**src/rtl/stream_pkg.sv**
```systemverilog
// ============================================================================
// Module   : stream_pkg
// Brief    : Shared framing definitions for the packet stream (packer/depacketer).
// Revision : 1.0
// ============================================================================
`default_nettype none

package stream_pkg;

  localparam int BYTE_W   = 8;
  localparam int LEN_W    = 6;
  localparam int SAMPLE_W = 12;
  localparam int TYPE_MSB = 7;
  localparam int TYPE_LSB = 6;

  typedef enum logic [1:0] {
    PKT_SAMPLE = 2'b00,
    PKT_PPS    = 2'b01,
    PKT_RESP   = 2'b10,
    PKT_RSVD   = 2'b11
  } pkt_type_e;

  typedef enum logic [1:0] {
    ST_HDR     = 2'd0,
    ST_PAYLOAD = 2'd1,
    ST_CSUM    = 2'd2
  } dp_state_e;

  function automatic pkt_type_e hdr_type(input logic [BYTE_W-1:0] hdr);
    return pkt_type_e'(hdr[TYPE_MSB:TYPE_LSB]);
  endfunction

endpackage

`default_nettype wire

```
**src/rtl/unpacker_8to12.sv**
```systemverilog
// ============================================================================
// Module   : unpacker_8to12
// Brief    : Rebuilds 12-bit samples from a byte stream (3 bytes -> 2 samples).
// Revision : 1.0
// ============================================================================
`default_nettype none

module unpacker_8to12
  import stream_pkg::*;
(
  input  logic                clk,
  input  logic                reset,
  input  logic                in_valid_i,
  input  logic [BYTE_W-1:0]   in_data_i,
  output logic                out_valid_o,
  output logic [SAMPLE_W-1:0] out_data_o
);

  logic [1:0]          phase_q, phase_d;
  logic [BYTE_W-1:0]   hold_q, hold_d;
  logic                valid_q, valid_d;
  logic [SAMPLE_W-1:0] data_q, data_d;

  always_comb begin
    phase_d = phase_q;
    hold_d  = hold_q;
    valid_d = 1'b0;
    data_d  = data_q;
    if (in_valid_i) begin
      case (phase_q)
        2'd0: begin
          hold_d  = in_data_i;
          phase_d = 2'd1;
        end
        2'd1: begin
          valid_d = 1'b1;
          data_d  = {hold_q, in_data_i[7:4]};
          hold_d  = {4'h0, in_data_i[3:0]};
          phase_d = 2'd2;
        end
        default: begin
          valid_d = 1'b1;
          data_d  = {hold_q[3:0], in_data_i};
          phase_d = 2'd0;
        end
      endcase
    end
  end

  always_ff @(posedge clk) begin
    if (reset) begin
      phase_q <= 2'd0;
      hold_q  <= '0;
      valid_q <= 1'b0;
      data_q  <= '0;
    end else begin
      phase_q <= phase_d;
      hold_q  <= hold_d;
      valid_q <= valid_d;
      data_q  <= data_d;
    end
  end

  assign out_valid_o = valid_q;
  assign out_data_o  = data_q;

endmodule

`default_nettype wire

```
**src/rtl/depacketer.sv**
```systemverilog
// ============================================================================
// Module   : depacketer
// Brief    : Parses framed byte stream into sample / PPS / response streams.
//            Define DEPACKETER_CHECKSUM_EN for a trailing XOR checksum byte.
// Revision : 1.0
// ============================================================================
`default_nettype none

module depacketer
  import stream_pkg::*;
#(
  parameter int ERR_W = 8
) (
  input  logic                clk,
  input  logic                reset,
  input  logic                in_valid_i,
  input  logic [BYTE_W-1:0]   in_data_i,
  output logic                in_ack_o,
  output logic                sample_valid_o,
  output logic [SAMPLE_W-1:0] sample_data_o,
  output logic                pps_valid_o,
  output logic [BYTE_W-1:0]   pps_data_o,
  output logic                resp_valid_o,
  output logic [BYTE_W-1:0]   resp_data_o,
  output logic                pkt_done_o,
  output logic                err_o,
  output logic [ERR_W-1:0]    err_count_o
);

  dp_state_e          state_q, state_d;
  pkt_type_e          type_q, type_d;
  logic [LEN_W-1:0]   cnt_q, cnt_d;
  logic               pps_valid_q, pps_valid_d, resp_valid_q, resp_valid_d;
  logic [BYTE_W-1:0]  pps_data_q, pps_data_d, resp_data_q, resp_data_d;
  logic               done_q, done_d, err_q, err_d;
  logic [ERR_W-1:0]   err_cnt_q, err_cnt_d;
  logic               smp_push, acc;

  assign acc      = in_valid_i & ~reset;
  assign in_ack_o = acc;

`ifdef DEPACKETER_CHECKSUM_EN
  logic [BYTE_W-1:0] csum_q, csum_d;

  always_comb begin
    csum_d = csum_q;
    if (acc) begin
      if (state_q == ST_HDR)          csum_d = in_data_i;
      else if (state_q == ST_PAYLOAD) csum_d = csum_q ^ in_data_i;
    end
  end

  always_ff @(posedge clk) begin
    if (reset) csum_q <= '0;
    else       csum_q <= csum_d;
  end
`endif

  always_comb begin
    state_d      = state_q;
    type_d       = type_q;
    cnt_d        = cnt_q;
    pps_valid_d  = 1'b0;
    pps_data_d   = pps_data_q;
    resp_valid_d = 1'b0;
    resp_data_d  = resp_data_q;
    done_d       = 1'b0;
    err_d        = 1'b0;
    smp_push     = 1'b0;
    if (acc) begin
      case (state_q)
        ST_HDR: begin
          type_d  = hdr_type(in_data_i);
          cnt_d   = in_data_i[LEN_W-1:0];
          err_d   = (hdr_type(in_data_i) == PKT_RSVD);
          state_d = ST_PAYLOAD;
        end
        ST_PAYLOAD: begin
          // Reserved-type payload falls through every arm and is dropped.
          case (type_q)
            PKT_SAMPLE: smp_push = 1'b1;
            PKT_PPS: begin
              pps_valid_d = 1'b1;
              pps_data_d  = in_data_i;
            end
            PKT_RESP: begin
              resp_valid_d = 1'b1;
              resp_data_d  = in_data_i;
            end
            default: ;
          endcase
          if (cnt_q == '0) begin
`ifdef DEPACKETER_CHECKSUM_EN
            state_d = ST_CSUM;
`else
            state_d = ST_HDR;
            done_d  = 1'b1;
`endif
          end else begin
            cnt_d = cnt_q - 1'b1;
          end
        end
`ifdef DEPACKETER_CHECKSUM_EN
        ST_CSUM: begin
          err_d   = (csum_q != in_data_i);
          done_d  = 1'b1;
          state_d = ST_HDR;
        end
`endif
        default: state_d = ST_HDR;
      endcase
    end
    err_cnt_d = (err_d && (err_cnt_q != {ERR_W{1'b1}})) ? err_cnt_q + ERR_W'(1) : err_cnt_q;
  end

  always_ff @(posedge clk) begin
    if (reset) begin
      state_q      <= ST_HDR;
      type_q       <= PKT_SAMPLE;
      cnt_q        <= '0;
      pps_valid_q  <= 1'b0;
      pps_data_q   <= '0;
      resp_valid_q <= 1'b0;
      resp_data_q  <= '0;
      done_q       <= 1'b0;
      err_q        <= 1'b0;
      err_cnt_q    <= '0;
    end else begin
      state_q      <= state_d;
      type_q       <= type_d;
      cnt_q        <= cnt_d;
      pps_valid_q  <= pps_valid_d;
      pps_data_q   <= pps_data_d;
      resp_valid_q <= resp_valid_d;
      resp_data_q  <= resp_data_d;
      done_q       <= done_d;
      err_q        <= err_d;
      err_cnt_q    <= err_cnt_d;
    end
  end

  unpacker_8to12 u_unpack (
    .clk         (clk),
    .reset       (reset),
    .in_valid_i  (smp_push),
    .in_data_i   (in_data_i),
    .out_valid_o (sample_valid_o),
    .out_data_o  (sample_data_o)
  );

  assign pps_valid_o  = pps_valid_q;
  assign pps_data_o   = pps_data_q;
  assign resp_valid_o = resp_valid_q;
  assign resp_data_o  = resp_data_q;
  assign pkt_done_o   = done_q;
  assign err_o        = err_q;
  assign err_count_o  = err_cnt_q;

endmodule

`default_nettype wire

```
**config.mk**
```make
export PLATFORM = sky130hd
export DESIGN_NAME = depacketer
export DESIGN_NICKNAME = d
export VERILOG_FILES = /design/src/rtl/stream_pkg.sv /design/src/rtl/unpacker_8to12.sv /design/src/rtl/depacketer.sv
export SDC_FILE = /design/constraint.sdc
export NUM_CORES = 1
export LEC_CHECK = 0
export BUFFER_PORTS_ARGS = -buffer_cell sky130_fd_sc_hd__clkbuf_2
export CAP_MARGIN = 20
export CELL_PAD_IN_SITES_DETAIL_PLACEMENT = 2
export CELL_PAD_IN_SITES_GLOBAL_PLACEMENT = 2
export CORE_MARGIN = 3
export CORE_UTILIZATION = 35
export DETAILED_ROUTE_END_ITERATION = 12
export HOLD_SLACK_MARGIN = 0.1
export PLACE_DENSITY = 0.88
export SLEW_MARGIN = 10
export SYNTH_ARGS = -nofsm -noshare
export SYNTH_HDL_FRONTEND = slang
export SYNTH_HIERARCHICAL = 1
export SYNTH_SLANG_ARGS = --single-unit
```
**constraint.sdc**
```tcl
create_clock -name clk -period 5.25 [get_ports clk]
set_input_delay 0.525 -clock clk [delete_from_list [all_inputs] [get_ports clk]]
set_output_delay 0.525 -clock clk [all_outputs]
set_load 0.02 [all_outputs]
```
Yosys cells after proc, flatten, opt, wreduce, memory -nomap -nowiden
Index checks and enable logic that the tools add are counted.
{"block": "op_classes", "n_addsub": 2, "n_eq_ne": 8, "muxes": 16, "bitwise": 6, "n_reduce_logical": 16}
{"op": "12-bit one-hot mux with 2 select lines", "count": 1}
{"op": "8-bit one-hot mux with 2 select lines", "count": 1}
{"op": "6-bit one-hot mux with 2 select lines", "count": 1}
{"op": "1-bit two-way mux", "count": 9}
{"op": "3-bit AND reduction", "count": 3}
{"op": "8-bit by 1-bit adder with 8-bit output, second input constant", "count": 1}
{"op": "8-bit != test, second input constant", "count": 1}
{"op": "2-bit one-hot mux with 2 select lines", "count": 2}
{"op": "2-bit AND reduction", "count": 4}
{"op": "2-bit by 1-bit == test with 1-bit output, second input constant", "count": 3}
{"op": "2-bit logical NOT", "count": 3}
{"op": "6-bit logical NOT", "count": 1}
{"op": "6-bit two-way mux", "count": 1}
{"op": "6-bit by 1-bit subtractor with 6-bit output, second input constant", "count": 1}
{"op": "1-bit inverter", "count": 5}
{"op": "2-bit == test, second input constant", "count": 2}
{"op": "2-bit != test, second input constant", "count": 2}
{"op": "2-bit nonzero test", "count": 2}
{"op": "3-bit OR reduction", "count": 1}
{"op": "2-bit two-way mux", "count": 1}
{"op": "2-bit OR reduction", "count": 1}
{"op": "1-bit AND", "count": 1}
{"op": "1-bit logical AND", "count": 1}
{"block": "word_totals", "regBits": 61, "in_bits": 11, "out_inout_bits": 42, "wordCells": 62}

Longest topological paths before layout
Gate-level depths: netlist (run 1).
{"block": "depth", "depth_word": 6, "ltp_mapped": 7, "ltp_nobuf": 6}

By module
Netlist (run 1), hierarchy kept.
{"mod": "depacketer", "instances": 1, "cells_per_inst": 171, "area_each_um2": 1601.5, "seq_area_each_um2": 740.7}
{"mod": "unpacker_8to12", "instances": 1, "cells_per_inst": 89, "area_each_um2": 918.4, "seq_area_each_um2": 460.4}

Least setup slack after synthesis (run 1)
Ideal clock, no wire load.
{"block": "synth_timing", "kind": "input-to-reg", "startpoint": "in reset", "endpoint": "reg u_unpack.data_q[0], in the netlist u_unpack/out_data_o[0]", "setup_ns": 0.070, "arrival_time_ns": 1.858, "t_required_ns": 5.180, "path_slack_ns": 3.322, "cell_stages": 7, "path_buffers": 2, "cell_sequence": "buf_6 -> nand2b_1 -> nor4_1 -> o21a_2 -> nand2b_1 -> buf_2 -> o2bb2ai_1"}
{"block": "synth_via", "elab_chain_cells": 4}
{"element": "start: declaration", "line_no": "depacketer.sv:15", "rtl": "input logic reset,"}
{"element": "1-bit inverter", "line_no": "depacketer.sv:39", "rtl": "assign acc = in_valid_i & ~reset;"}
{"element": "1-bit AND", "line_no": "depacketer.sv:39"}
{"element": "1-bit two-way mux", "line_no": "depacketer.sv:70", "rtl": "if (acc) begin"}
{"element": "named net smp_push", "line_no": "depacketer.sv:37", "rtl": "logic smp_push, acc;"}
{"element": "2-bit AND reduction (no line)"}
{"element": "end signal: assignment", "line_no": "unpacker_8to12.sv:60", "rtl": "data_q <= data_d;"}
{"element": "end: declaration", "line_no": "unpacker_8to12.sv:22", "rtl": "logic [SAMPLE_W-1:0] data_q, data_d;"}
The timed path passes the listed nets, and every way through them passes these cells.
A chain may end at the register's enable or synchronous reset.

Worst setup path after layout (run 1)
{"block": "layout_timing", "startpoint": "reg state_q[0]", "endpoint": "reg u_unpack.hold_q[5]"}
{"block": "layout_via", "elab_chain_cells": 4}
{"element": "start: declaration", "line_no": "depacketer.sv:30", "rtl": "dp_state_e state_q, state_d;"}
{"element": "start signal: assignment", "line_no": "depacketer.sv:129", "rtl": "state_q <= state_d;"}
{"element": "2-bit by 1-bit == test with 1-bit output", "line_no": "depacketer.sv:71", "rtl": "case (state_q)"}
{"element": "1-bit two-way mux", "line_no": "depacketer.sv:71"}
{"element": "1-bit two-way mux", "line_no": "depacketer.sv:70"}
{"element": "named net smp_push", "line_no": "depacketer.sv:37"}
{"element": "2-bit AND reduction (no line)"}
{"element": "end signal: assignment", "line_no": "unpacker_8to12.sv:58", "rtl": "hold_q <= hold_d;"}
{"element": "end: declaration", "line_no": "unpacker_8to12.sv:20", "rtl": "logic [BYTE_W-1:0] hold_q, hold_d;"}
The timed path passes the listed nets, and every way through them passes these cells.

==> flow_summary.ini, run 1 <==
[finish]
antennaDiodeCount = 0
regArea_sq_um = 1200
multi_input_area_sq_um = 1200
fillerInstances = 761
drive_gt1_share_pct = 25.1
postLayoutCellArea_sq_um = 3070
syn2layout_area_growth_pct = 21.6
layout.nets = 324
finalNonFillerCells = 411

[timing]
fmax_ghz = 0.361
maxSlewViolCount = 0
finalSetupViolations = 0
relSlewSlack_pct = 43.6
worst_slack_ns = 2.48
clock-skew-final_ns = 0.00522
fin_crit_ns = 2.77
hold_viol = 0
rsz0062_at_grt = no
timing.setup.tns_ns = 0
worst_pin_slew_ns = 0.839
min_period_over_period_pct = 52.7

[placement]
preCtsSetupSlack_ns = 2.40
dpl_cell_area_sq_um = 2830
dp_hpwl_um = 4940
port-buffer-count = 52
gp_congestion = 0.761
place_inst = 395

[clock_network]
insertion_delay_ns = 0.33
path_clk_slew_ns = 0.07
postCtsHoldBufs = 0
cts_buffers = 9
cts_resized = 0
root_buffer = clkbuf_8
postCtsSetupBuffers = 0
cts_max_level = 3
clockBufferDepth = 2
clkSinkCount = 60
cts_tree = built

[pwr]
p_per_area_nw_per_um2 = 340
totalPowerFinal_w = 0.00104
peakVddDrop_mv = 0.139
p_leak_nw = 1.28

[routing]
vias = 2163
ant_nets = 0
drcViolationCount = 0
vias_per_cell = 5.26
dr.first_iter.drc_count = 120
totalWireLength_um = 7240
drtPass1Iterations = 4
wl_per_cell_um = 17.6

[synth]
synthSimpleGateAreaFrac_pct = 17.9
syn-num-nets = 274
synth_mux_area_share_pct = 12.3
synth.distinct_cells = 51
ys_top_cells_by_area = dfxtp_1, mux2i_1, nor2_1, o2bb2ai_1, a21oi_1
synthAdderAreaFrac_pct = 1.49
yosysWarnings = 6
synth_area_sq_um = 2520
yosysTopAreaCell = dfxtp_1
synth_xor_area_share_pct = 0.695
yosysSeqAreaShare_pct = 47.7
synth-seq-cells = 60
syn_avg_cell_area_sq_um = 9.69
syn_inst = 260
synth_compound_area_share_pct = 14.8
synth_top_family_by_area = simple AND/OR/NAND/NOR gates
yosysTopAreaCellShare_pct = 47.7

[global_routing]
antenna_found_initial = 0
grt_pass1_vias = 2344
grt_first_pass_wirelength_um = 12400
grt_usage_pct = 18.8
grt_max_degree = 49
grt_overflow_total = 0

[worst_setup_path]
critPathArrivalTime_ns = 3.03
crit_required_ns = 5.51
criticalPathCategory = flop to flop
cp-startpoint = state_q[0]
r2r_setup_slack_ns = 2.48
rr_startpoint = state_q[0]
endpoint_kind = flop
startpoint_type = flop
crit_fanout = 15

[run]
drv_cap = 0

[floorplanning]
fp.dieH_um = 90.9
die_area_sq_um = 8250
coreArea_sq_um = 6870
fp.dieW_um = 90.9
rows = 30
initial_core_util_pct = 36.7
ioPinCount = 53

[min_path]
min_path_type = flop to flop
hold_start = u_unpack/out_data_o[10]

[run_status]
status = finished clean
[logic make-up after synthesis]
family,count (synthesis)
fa+ha+maj,3
flops,60
mux,31
compound gates,53
xor+xnor,2
buf+inv,25
simple gates,86
[power breakdown]
group	switching [W]	internal, W
logic	0.0000494	0.0000323
registers	0.0000120	0.000465
clock network	0.000181	0.000305
total	0.000242	0.000802
[registers in the layout, summed over array words and instances, names as in the netlist]
| name | count |
|---|---|
| cnt_q | 6 |
| pkt_done_o | 1 |
| pps_data_o | 8 |
| resp_data_o | 8 |
| pps_valid_o | 1 |
| u_unpack/hold_q | 8 |
| err_count_o | 8 |
| u_unpack/out_valid_o | 1 |
| u_unpack/out_data_o | 12 |
| err_o | 1 |
| type_q | 2 |
| state_q | 1 |
| u_unpack/phase_q | 2 |
| resp_valid_o | 1 |
[Yosys cell counts (all sizes together)]
library cell / count
a211o: 1
a211oi: 3
a21oi: 16
a2bb2oi: 2
a31o: 1
a31oi: 2
a32oi: 1
and2: 2
and2b: 1
and3: 2
and3b: 1
and4: 1
buf: 9
clkbuf: 6
dfxtp: 60
ha: 3
inv: 10
mux2i: 31
nand2: 18
nand2b: 4
nand3: 2
nand3b: 5
nand4: 4
nand4b: 1
nor2: 29
nor2b: 4
nor3: 2
nor3b: 1
nor4: 2
nor4b: 1
o211ai: 2
o21a: 2
o21ai: 7
o2bb2ai: 11
o311ai: 2
o31ai: 1
o32ai: 1
o41ai: 1
or2: 1
or3: 4
or4: 1
xnor2: 1
xor2: 1
[final cells by class]
| type | instances | share of cell area (%) |
|---|---|---|
| clock buffer | 12 | 5.39 |
| inverter | 10 | 1.22 |
| timing repair buffer | 54 | 8.98 |
| sequential | 60 | 39.2 |
| tap | 96 | 3.92 |
| clock inverter | 4 | 2.29 |
| multi-input combinational | 175 | 39.0 |
[critical path, cell delays in order, from the launching register on]
cell,delay [ns]
dfxtp_1,0.62
inv_1,0.26
nor4_1,0.78
nor2b_1,0.68
nand3b_1,0.18
a21oi_1,0.17
[cell usage in the layout, fill, tap and decap left out, drive strengths merged, types with 3 or more instances in the layout]
cell	n
nand2	18
ha	3
clkbuf	64
nor2b	4
nor2	29
nand3b	5
mux2i	31
nand4	4
a21oi	16
inv	10
o2bb2ai	11
dfxtp	60
or3	4
a211oi	3
o21ai	7
nand2b	4
[path summary, 6_finish.rpt]
kind                                                end  cells after the start
worst min-delay path            u_unpack/out_data_o[10]                      1
worst max register to register       u_unpack/hold_q[5]                      5
worst max-delay path                 u_unpack/hold_q[5]                      5
worst min register to register  u_unpack/out_data_o[10]                      1
[layer usage]
layer / share of wire [%] / global-route usage [%] / up-vias
met2: 50 / 31.9 / 46
met1: 46 / 23.6 / 1086
met3: 3.0 / 3.83 / 4
met5: 0 / 0 / -
li1: - / - / 1027
met4: 0.57 / 6.78 / 0
[through the flow]
| stage | utilization [%] | hold WS [ns] |
|---|---|---|
| final | 44.6 | 0.467 |
| after global routing | 44.6 | 0.486 |
| after CTS | 44.6 | 0.468 |
| after detailed placement | 41.2 | 0.453 |
| after global placement | 41.1 | 0.445 |
| after floorplan | - | 0.432 |
No activity file was read; power rests on OpenSTA's default activity.
==> run 2, diff against run 1 <==
- CORE_UTILIZATION: 35 -> 33
- PLACE_DENSITY: 0.88 -> 0.84
- clock period: 5.25 -> 2.6 ns (I/O delays scaled with it)
==> flow_summary.ini, run 2 (same netlist as run 1, synthesis figures left out) <==
[finish]
antennaDiodeCount = 0
largest_register_ffs = 12
finalNonFillerCells = 417
layout_commonest_cell = dfxtp_1
layout_common_cells = dfxtp_1, clkbuf_2, mux2i_1
layout.nets = 327
drive_gt1_share_pct = 25.5
postLayoutCellArea_sq_um = 3110
syn2layout_area_growth_pct = 23.3

[worst_setup_path]
crit_slowest_cell = o31ai_1
startpoint_type = flop
r2r_setup_slack_ns = 0.72
crit_chain = or3_4, o31ai_1, a2bb2oi_1, nor2_1
crit_fanout = 6
rr_startpoint = cnt_q[2]
critical_path.max_stage_delay_ns = 0.66
r2r-end = cnt_q[4]
endpoint = cnt_q[4]
cp-startpoint = cnt_q[2]
crit_required_ns = 2.80
endpoint_kind = flop
critPathArrivalTime_ns = 2.08
rr_worst_depth = 4
criticalPathCategory = flop to flop

[pwr]
p_leak_nw = 1.30
clockPowerShare_pct = 48.5
peakVddDrop_mv = 0.350
power_frac_seq_pct = 43.5
p_per_area_nw_per_um2 = 709
net-switching-power_w = 0.000506
sw_frac_of_total_pct = 23.0
combPwrFrac_pct = 8.0
power.internal_w = 0.00170

[placement]
gp_congestion = 0.752
preCtsSetupSlack_ns = 0.696
place_inst = 401
dpl_cell_area_sq_um = 2860
port-buffer-count = 52
dp_hpwl_um = 5090

[clock_network]
postCtsSetupBuffers = 0
cts_buffers = 9
cts_tree = built
cts_max_level = 3
root_buffer = clkbuf_8
clkSinkCount = 60
postCtsHoldBufs = 0
path_clk_slew_ns = 0.07
insertion_delay_ns = 0.34
clockBufferDepth = 2
cts_resized = 0

[timing]
worst_pin_slew_ns = 0.749
fin_crit_ns = 1.88
finalSetupViolations = 0
rsz0062_at_grt = no
hold_viol = 0
relSlewSlack_pct = 49.6
maxSlewViolCount = 0
min_period_over_period_pct = 72.2
timing.setup.tns_ns = 0
worst_slack_ns = 0.724
fmax_ghz = 0.533
clock-skew-final_ns = 0.00965

[global_routing]
grt_usage_pct = 18.4
grt_overflow_total = 0
grt_max_degree = 47
antenna_found_initial = 0
grt_first_pass_wirelength_um = 12300
grt_pass1_vias = 2375

[routing]
wl_per_cell_um = 18.0
drcViolationCount = 0
vias_per_cell = 5.20
vias = 2170
drtPass1Iterations = 4
totalWireLength_um = 7510
dr.first_iter.drc_count = 96
ant_nets = 0

[floorplanning]
fp.dieH_um = 93.4
ioPinCount = 53
die_area_sq_um = 8720
rows = 31
initial_core_util_pct = 34.4
coreArea_sq_um = 7330
fp.dieW_um = 93.4

[run]
drv_cap = 0

[run_status]
status = finished clean

[min_path]
min_path_type = input port to flop
run 2: worst max-delay path, delay by kind of cell (launching register included):
family / cells / cell delay [ns]
AO/OA/AOI/OAI: 2 / 0.89
flip-flops: 1 / 0.36
AND/OR/NAND/NOR: 2 / 0.49
run 2: metal layers:
metal	global-route usage, %	vias up	share of wire, %
met2	30.7	45	49
met3	4.18	14	3.9
met1	22.4	1082	45
li1	-	1029	-
met5	0	-	0
met4	8.55	0	2.2
run 2: final cells by class:
type,count,area [sq um]
repair buffers,57,298
flip-flops and latches,60,1200
clock buffers,12,155
fillers,809,4220
clock inverters,4,95.1
well taps,99,124
inverters,10,37.5
multi-input cells,175,1200
run 2: stage by stage:
step | hold WS (ns) | total power (W) | util [%]
finish | 0.228 | 0.00220 | 42.4
floorplan | 0.396 | 0.00110 | -
CTS | 0.217 | 0.00223 | 42.4
global placement | 0.438 | 0.00115 | 39.0
detailed placement | 0.451 | 0.00115 | 39.0
global route | 0.244 | 0.00229 | 42.4
run 2: power by group through the flow:
stage	Sequential (W)	Combinational, W	Clock (W)
floorplan	0.000978	0.000118	0
global placement	0.000978	0.000167	0
detailed placement	0.000979	0.000175	0
CTS	0.000958	0.000179	0.00109
global route	0.000961	0.000196	0.00113
finish	0.000958	0.000176	0.00107
run 2: how the worst min path moves through the flow:
stage / to / startpoint / cells after the start / slack, ns
after floorplan: u_unpack/hold_q[0] / in_data_i[0] / 2 / 0.40
after global placement: u_unpack/hold_q[7] / u_unpack/hold_q[7] / 2 / 0.44
after detailed placement: u_unpack/out_data_o[10] / u_unpack/out_data_o[10] / 1 / 0.45
after CTS: u_unpack/hold_q[3] / in_data_i[3] / 3 / 0.22
after global routing: u_unpack/hold_q[3] / in_data_i[3] / 3 / 0.24
final: u_unpack/hold_q[3] / in_data_i[3] / 3 / 0.23
